**src/rtl/rx_alu_sequencer_pkg.sv**
```systemverilog
// Shared definitions for the UART <-> ALU byte sequencer: data widths common
// with the rx, tx and ALU blocks, the one-hot state encodings and a helper
// for sizing the inactivity counter.
package rx_alu_sequencer_pkg;

  localparam int WIDTH_WORD_DEF     = 8;
  localparam int LEN_DATA_DEF       = 8;
  localparam int LEN_OPCODE_DEF     = 6;
  localparam int TIMEOUT_CYCLES_DEF = 1000000;

  // One-hot sequencer states
  typedef enum logic [5:0] {
    STATE_WAIT_A  = 6'b000001,
    STATE_WAIT_B  = 6'b000010,
    STATE_WAIT_OP = 6'b000100,
    STATE_EXEC    = 6'b001000,
    STATE_SEND    = 6'b010000,
    STATE_WAIT_TX = 6'b100000
  } state_t;

  // Counter width able to hold TIMEOUT_CYCLES-1, never narrower than one bit
  function automatic int cnt_width(input int cycles);
    if (cycles > 1) begin
      return $clog2(cycles);
    end else begin
      return 1;
    end
  endfunction

endpackage

```
**src/rtl/rx_alu_sequencer_edge_detect_pos.sv**
```systemverilog
// 1-bit rising-edge detector. The pulse is combinational from the current
// level and the level registered on the previous clock, so a level held high
// for many clocks produces exactly one pulse on its first cycle.
module edge_detect_pos (
  input  logic i_clock,
  input  logic i_reset,
  input  logic i_level,
  output logic o_edge
);

  logic prev_r;

  // Remember last cycle's level; cleared by synchronous active-low reset
  always_ff @(posedge i_clock) begin
    if (!i_reset) begin
      prev_r <= 1'b0;
    end else begin
      prev_r <= i_level;
    end
  end

  assign o_edge = i_level & ~prev_r;

endmodule

```
**src/rtl/rx_alu_sequencer.sv**
```systemverilog
// Byte sequencer between the UART receiver/transmitter and the ALU.
// Collects operand A, operand B and opcode from successive received bytes,
// lets the ALU settle for one cycle, registers the result and strobes the
// transmitter, then waits for the transmitter to finish. An inactivity
// timeout returns a stalled sequence to WAIT_A, and bytes arriving while the
// block is busy are discarded with a drop pulse.
module rx_alu_sequencer
  import rx_alu_sequencer_pkg::*;
#(
  parameter int WIDTH_WORD     = WIDTH_WORD_DEF,
  parameter int LEN_DATA       = LEN_DATA_DEF,
  parameter int LEN_OPCODE     = LEN_OPCODE_DEF,
  parameter int TIMEOUT_CYCLES = TIMEOUT_CYCLES_DEF
) (
  input  logic                  i_clock,
  input  logic                  i_reset,
  input  logic                  i_rx_done,
  input  logic [WIDTH_WORD-1:0] i_data_rx,
  input  logic                  i_tx_done,
  input  logic [LEN_DATA-1:0]   i_alu_result,
  output logic [LEN_DATA-1:0]   o_operand_a,
  output logic [LEN_DATA-1:0]   o_operand_b,
  output logic [LEN_OPCODE-1:0] o_opcode,
  output logic                  o_tx_start,
  output logic [WIDTH_WORD-1:0] o_data_tx,
  output logic                  o_timeout,
  output logic                  o_drop
);

  localparam int               CNT_W    = cnt_width(TIMEOUT_CYCLES);
  localparam logic [CNT_W-1:0] CNT_LAST = CNT_W'(TIMEOUT_CYCLES - 1);
  localparam logic [CNT_W-1:0] CNT_ONE  = CNT_W'(1'b1);
  localparam logic [CNT_W-1:0] CNT_ZERO = CNT_W'(1'b0);

  state_t           state_r;
  state_t           state_next_s;
  logic             rx_evt_s;
  logic             tx_evt_s;
  logic [CNT_W-1:0] cnt_r;
  logic             cnt_hit_s;
  logic             count_en_s;
  logic             timeout_s;
  logic             drop_s;
  logic             cap_a_s;
  logic             cap_b_s;
  logic             cap_op_s;
  logic             exec_s;

  edge_detect_pos u_rx_edge (
    .i_clock (i_clock),
    .i_reset (i_reset),
    .i_level (i_rx_done),
    .o_edge  (rx_evt_s)
  );

  edge_detect_pos u_tx_edge (
    .i_clock (i_clock),
    .i_reset (i_reset),
    .i_level (i_tx_done),
    .o_edge  (tx_evt_s)
  );

  assign cnt_hit_s = (cnt_r == CNT_LAST);

  // State register
  always_ff @(posedge i_clock) begin
    if (!i_reset) begin
      state_r <= STATE_WAIT_A;
    end else begin
      state_r <= state_next_s;
    end
  end

  // Next-state logic; a byte/tx event always beats a timeout in the same cycle
  always_comb begin
    state_next_s = state_r;
    case (state_r)
      STATE_WAIT_A: begin
        if (rx_evt_s) begin
          state_next_s = STATE_WAIT_B;
        end else begin
          state_next_s = STATE_WAIT_A;
        end
      end
      STATE_WAIT_B: begin
        if (rx_evt_s) begin
          state_next_s = STATE_WAIT_OP;
        end else if (cnt_hit_s) begin
          state_next_s = STATE_WAIT_A;
        end else begin
          state_next_s = STATE_WAIT_B;
        end
      end
      STATE_WAIT_OP: begin
        if (rx_evt_s) begin
          state_next_s = STATE_EXEC;
        end else if (cnt_hit_s) begin
          state_next_s = STATE_WAIT_A;
        end else begin
          state_next_s = STATE_WAIT_OP;
        end
      end
      STATE_EXEC: begin
        state_next_s = STATE_SEND;
      end
      STATE_SEND: begin
        state_next_s = STATE_WAIT_TX;
      end
      STATE_WAIT_TX: begin
        if (tx_evt_s) begin
          state_next_s = STATE_WAIT_A;
        end else if (cnt_hit_s) begin
          state_next_s = STATE_WAIT_A;
        end else begin
          state_next_s = STATE_WAIT_TX;
        end
      end
      default: begin
        state_next_s = STATE_WAIT_A;
      end
    endcase
  end

  // Per-state decode of captures, counting, timeout and drop conditions
  always_comb begin
    cap_a_s    = 1'b0;
    cap_b_s    = 1'b0;
    cap_op_s   = 1'b0;
    exec_s     = 1'b0;
    count_en_s = 1'b0;
    timeout_s  = 1'b0;
    drop_s     = 1'b0;
    case (state_r)
      STATE_WAIT_A: begin
        cap_a_s = rx_evt_s;
      end
      STATE_WAIT_B: begin
        cap_b_s    = rx_evt_s;
        count_en_s = 1'b1;
        timeout_s  = cnt_hit_s & ~rx_evt_s;
      end
      STATE_WAIT_OP: begin
        cap_op_s   = rx_evt_s;
        count_en_s = 1'b1;
        timeout_s  = cnt_hit_s & ~rx_evt_s;
      end
      STATE_EXEC: begin
        exec_s = 1'b1;
        drop_s = rx_evt_s;
      end
      STATE_SEND: begin
        drop_s = rx_evt_s;
      end
      STATE_WAIT_TX: begin
        count_en_s = 1'b1;
        timeout_s  = cnt_hit_s & ~tx_evt_s;
        drop_s     = rx_evt_s;
      end
      default: begin
        cap_a_s = 1'b0;
      end
    endcase
  end

  // Inactivity counter: restarts on every state change, runs only while waiting
  always_ff @(posedge i_clock) begin
    if (!i_reset) begin
      cnt_r <= CNT_ZERO;
    end else if (state_next_s != state_r) begin
      cnt_r <= CNT_ZERO;
    end else if (count_en_s) begin
      cnt_r <= cnt_r + CNT_ONE;
    end else begin
      cnt_r <= CNT_ZERO;
    end
  end

  // Registered outputs: operand/opcode/result hold until recaptured, strobes last one cycle
  always_ff @(posedge i_clock) begin
    if (!i_reset) begin
      o_operand_a <= {LEN_DATA{1'b0}};
      o_operand_b <= {LEN_DATA{1'b0}};
      o_opcode    <= {LEN_OPCODE{1'b0}};
      o_data_tx   <= {WIDTH_WORD{1'b0}};
      o_tx_start  <= 1'b0;
      o_timeout   <= 1'b0;
      o_drop      <= 1'b0;
    end else begin
      if (cap_a_s) begin
        o_operand_a <= i_data_rx[LEN_DATA-1:0];
      end
      if (cap_b_s) begin
        o_operand_b <= i_data_rx[LEN_DATA-1:0];
      end
      if (cap_op_s) begin
        o_opcode <= i_data_rx[LEN_OPCODE-1:0];
      end
      if (exec_s) begin
        o_data_tx <= WIDTH_WORD'(i_alu_result);
      end
      o_tx_start <= (state_next_s == STATE_SEND);
      o_timeout  <= timeout_s;
      o_drop     <= drop_s;
    end
  end

endmodule
```
**config.mk**
```make
export PLATFORM = sky130hd
export DESIGN_NAME = rx_alu_sequencer
export DESIGN_NICKNAME = d
export VERILOG_FILES = /design/src/rtl/rx_alu_sequencer_pkg.sv /design/src/rtl/rx_alu_sequencer_edge_detect_pos.sv /design/src/rtl/rx_alu_sequencer.sv
export SDC_FILE = /design/constraint.sdc
export NUM_CORES = 1
export LEC_CHECK = 0
export ABC_AREA = 1
export CAP_MARGIN = 30
export CORE_AREA = 2 2 86 88
export CTS_BUF_LIST = sky130_fd_sc_hd__clkbuf_8
export DETAILED_ROUTE_END_ITERATION = 10
export DIE_AREA = 0 0 88 90
export GPL_TIMING_DRIVEN = 1
export HOLD_SLACK_MARGIN = 0.12
export PLACE_DENSITY = 0.69
export SLEW_MARGIN = 20
export SYNTH_ARGS = -nofsm -noshare
export SYNTH_HDL_FRONTEND = slang
export SYNTH_SLANG_ARGS = --single-unit
```
**constraint.sdc**
```tcl
create_clock -name i_clock -period 2.1 [get_ports i_clock]
set_input_delay 0.42 -clock i_clock [delete_from_list [all_inputs] [get_ports i_clock]]
set_output_delay 0.42 -clock i_clock [all_outputs]
set_load 0.05 [all_outputs]
```
==> impl_metrics.csv <==
group,metric,value,unit
status,status,"finished, final reports clean",
clocking,cts_sinks,61,
synthesis,syn_area,2700,um2
synthesis,synth_seq_cells,61,
drt,finalWirelength,5850,um
floorplan,start_util,38.4,%
final_layout,fin_area,3600,um2
synthesis,seq_area_frac_synth,45.2,%
floorplan,die_y,90,um
clocking,clock_path_buffers,2,
clocking,root_buffer,"clkbuf_8",
synthesis,syn_avg_cell_area,7.58,um2
drt,drc,0,
worst_setup_path,crit_chain,"clkdlybuf4s50_1",
global_routing,grt_pass1_wl,10200,um
timing,fin_crit,1910,ps
final_layout,drive_gt1_share,17.1,%
place,post_dp_cell_area,3400,um2
worst_setup_path,critPathTopFamily,"buffers and inverters",
drt,wire_per_inst,11.1,um
clocking,cts_tree,"done",
final_layout,final_util,51.3,%
timing,slew_violations,0,
floorplan,core_area,7020,um2
power_and_ir_drop,leakage,1.43,nW
synthesis,synth-main-ff-cell,"dfxtp_1",
global_routing,grt_antenna_before_repair,0,
timing,skew,6.43,ps
timing,clock.fmax,524,MHz
worst_setup_path,arrival,1490,ps
place,dp_hpwl,4220,um
global_routing,gr-usage-all-layers,16.1,%
timing,setup_violations,0,
final_layout,final_cell_mix,"nor2_1 (80), dfxtp_1 (61), clkdlybuf4s50_1 (52)",
drt,via_per_inst,4.52,
floorplan,fp.dieW,88,um
clocking,htree_levels,3,
clocking,post_cts_resized,0,
clocking,postCtsSetupBuffers,0,
worst_setup_path,crit_path_end_kind,"output port",
timing,slew_headroom,64.8,%
floorplan,rows,31,
power_and_ir_drop,totalPowerFinal,0.00258,W
timing,setup-tns-final,0,ps
floorplan,io_pins,53,
worst_hold_path,whs_path_depth,1,
worst_setup_path,regToRegStartpoint,"cnt_r[0]",
worst_hold_path,min_to,"cnt_r[0]",
worst_setup_path,reg2reg_depth,12,
worst_setup_path,crit_path_max_incr_delay,820,ps
worst_setup_path,critical_path_class,"register to output port",
global_routing,overflow,0,
worst_setup_path,ff2ff_setup_slack,200,ps
timing,worst_pin_slew,526,ps
drt,first_iter_violations,85,
global_routing,grt_max_degree,36,
clocking,clock_latency,330,ps
floorplan,die-area,7920,um2
place,place_congestion,0.847,
power_and_ir_drop,ir_drop,363,uV
clocking,cts_hold_buf,0,
final_layout,area_growth,33.3,%
drt,firstDrtPassIters,4,
clocking,clk_pin_slew,70,ps
drt,ant_nets,0,
power_and_ir_drop,powerDensity,716,nW/um2
synthesis,async_reset_ff_share,0,%
drt,via_count,2376,
final_layout,final_nets,443,
worst_setup_path,crit-reg2reg-capture,"cnt_r[1]",
timing,final.period_utilization,90.9,%
run,max_cap_viol_count,0,
timing,rsz0062_at_grt,"false",
clocking,cts-buffers-inserted,9,
worst_setup_path,startpoint,"o_data_tx[0]",
worst_hold_path,hp-start,"cnt_r[0]",
place,portBuffers,52,
worst_hold_path,hold_path_class,"register to register",
synthesis,ys_warn_count,0,
final_layout,diodes,0,
final_layout,final_common_cell,"nor2_1",
synthesis,post_synth_inst_count,356,
synthesis,synth_edf_count,0,
global_routing,grt_pass1_vias,2323,
worst_setup_path,crit_buf_inv,1,
worst_setup_path,startpoint_type,"register",
worst_setup_path,cp.required,1680,ps
synthesis,syn-num-nets,377,
synthesis,ys_types,25,
timing,hold_violations,0,
worst_setup_path,cp_max_fo,2,
worst_setup_path,slowest_stage,"clkdlybuf4s50_1",
## synth_stat cells (3+ instances only)
| library cell | number | area [um2] |
|---|---|---|
| a21oi_1 | 3 | 15.0 |
| clkbuf_1 | 4 | 15.0 |
| clkinv_1 | 3 | 11.3 |
| dfxtp_1 | 61 | 1220 |
| inv_1 | 33 | 124 |
| inv_2 | 6 | 22.5 |
| nand2_1 | 38 | 143 |
| nand3_1 | 12 | 60.1 |
| nand3_2 | 7 | 70.1 |
| nand4_1 | 5 | 31.3 |
| nor2_1 | 80 | 300 |
| nor2_2 | 27 | 169 |
| nor2_4 | 4 | 45.0 |
| nor3_1 | 7 | 35.0 |
| nor4_1 | 4 | 25.0 |
| o21ai_0 | 32 | 160 |
| o21ai_1 | 3 | 15.0 |
| xnor2_1 | 4 | 35.0 |
| xor2_1 | 14 | 123 |
## state kept, by name, summed over array words and instances (netlist names)
register / flops
o_timeout: 1
o_opcode: 6
u_tx_edge.prev_r: 1
o_tx_start: 1
o_drop: 1
o_operand_a: 8
u_rx_edge.prev_r: 1
cnt_r: 20
o_data_tx: 8
state_r: 6
o_operand_b: 8
## layer usage
metal	vias up	wire (um)	global-route usage, %	share of wire (%)
met4	0	8	5.38	0.14
li1	1247	-	-	-
met5	-	0	0	0
met2	50	2780	25.2	48
met1	1077	2680	19.6	46
met3	2	373	7.25	6.4
## metrics by stage
step,instances,hold slack [ps],setup WS (ps)
2_1_floorplan,356,427,444
3_5_place_dp,510,453,28.3
5_1_grt,526,495,10.4
3_3_place_gp,510,435,65.2
6_report,526,462,191
4_1_cts,526,468,160
## power breakdown
part / internal, W / switching (W)
combinational: 0.000128 / 0.000203
sequential: 0.00119 / 0.0000181
clock: 0.000575 / 0.000464
## cells by family (layout without fill, tap and decap cells)
logic type      count (synthesis)  count (layout)  share of synthesized area (%)
compound gates                 38              38                           7.05
xor+xnor                       18              18                           5.84
fa+ha+maj                       1               1                          0.464
buf+inv                        49             120                           7.46
flops                          61              61                           45.2
simple gates                  189             189                           33.9
## cell type report
type / count / area [um2]
Timing Repair Buffer: 61 / 613
Clock inverter: 6 / 62.6
Tap cell: 99 / 124
Fill cell: 690 / 3420
Inverter: 43 / 164
Sequential cell: 61 / 1220
Multi-Input combinational cell: 246 / 1280
Clock buffer: 10 / 138
## how the worst max path moves through the flow
stage	endpoint	slack, ps	cells after the start
final	o_data_tx[0]	190	1
after global routing	cnt_r[14]	10	9
after CTS	o_data_tx[0]	160	1
after detailed placement	cnt_r[1]	30	12
after global placement	cnt_r[9]	70	12
after floorplan	cnt_r[14]	440	9
No activity file was read; power rests on OpenSTA's default activity.
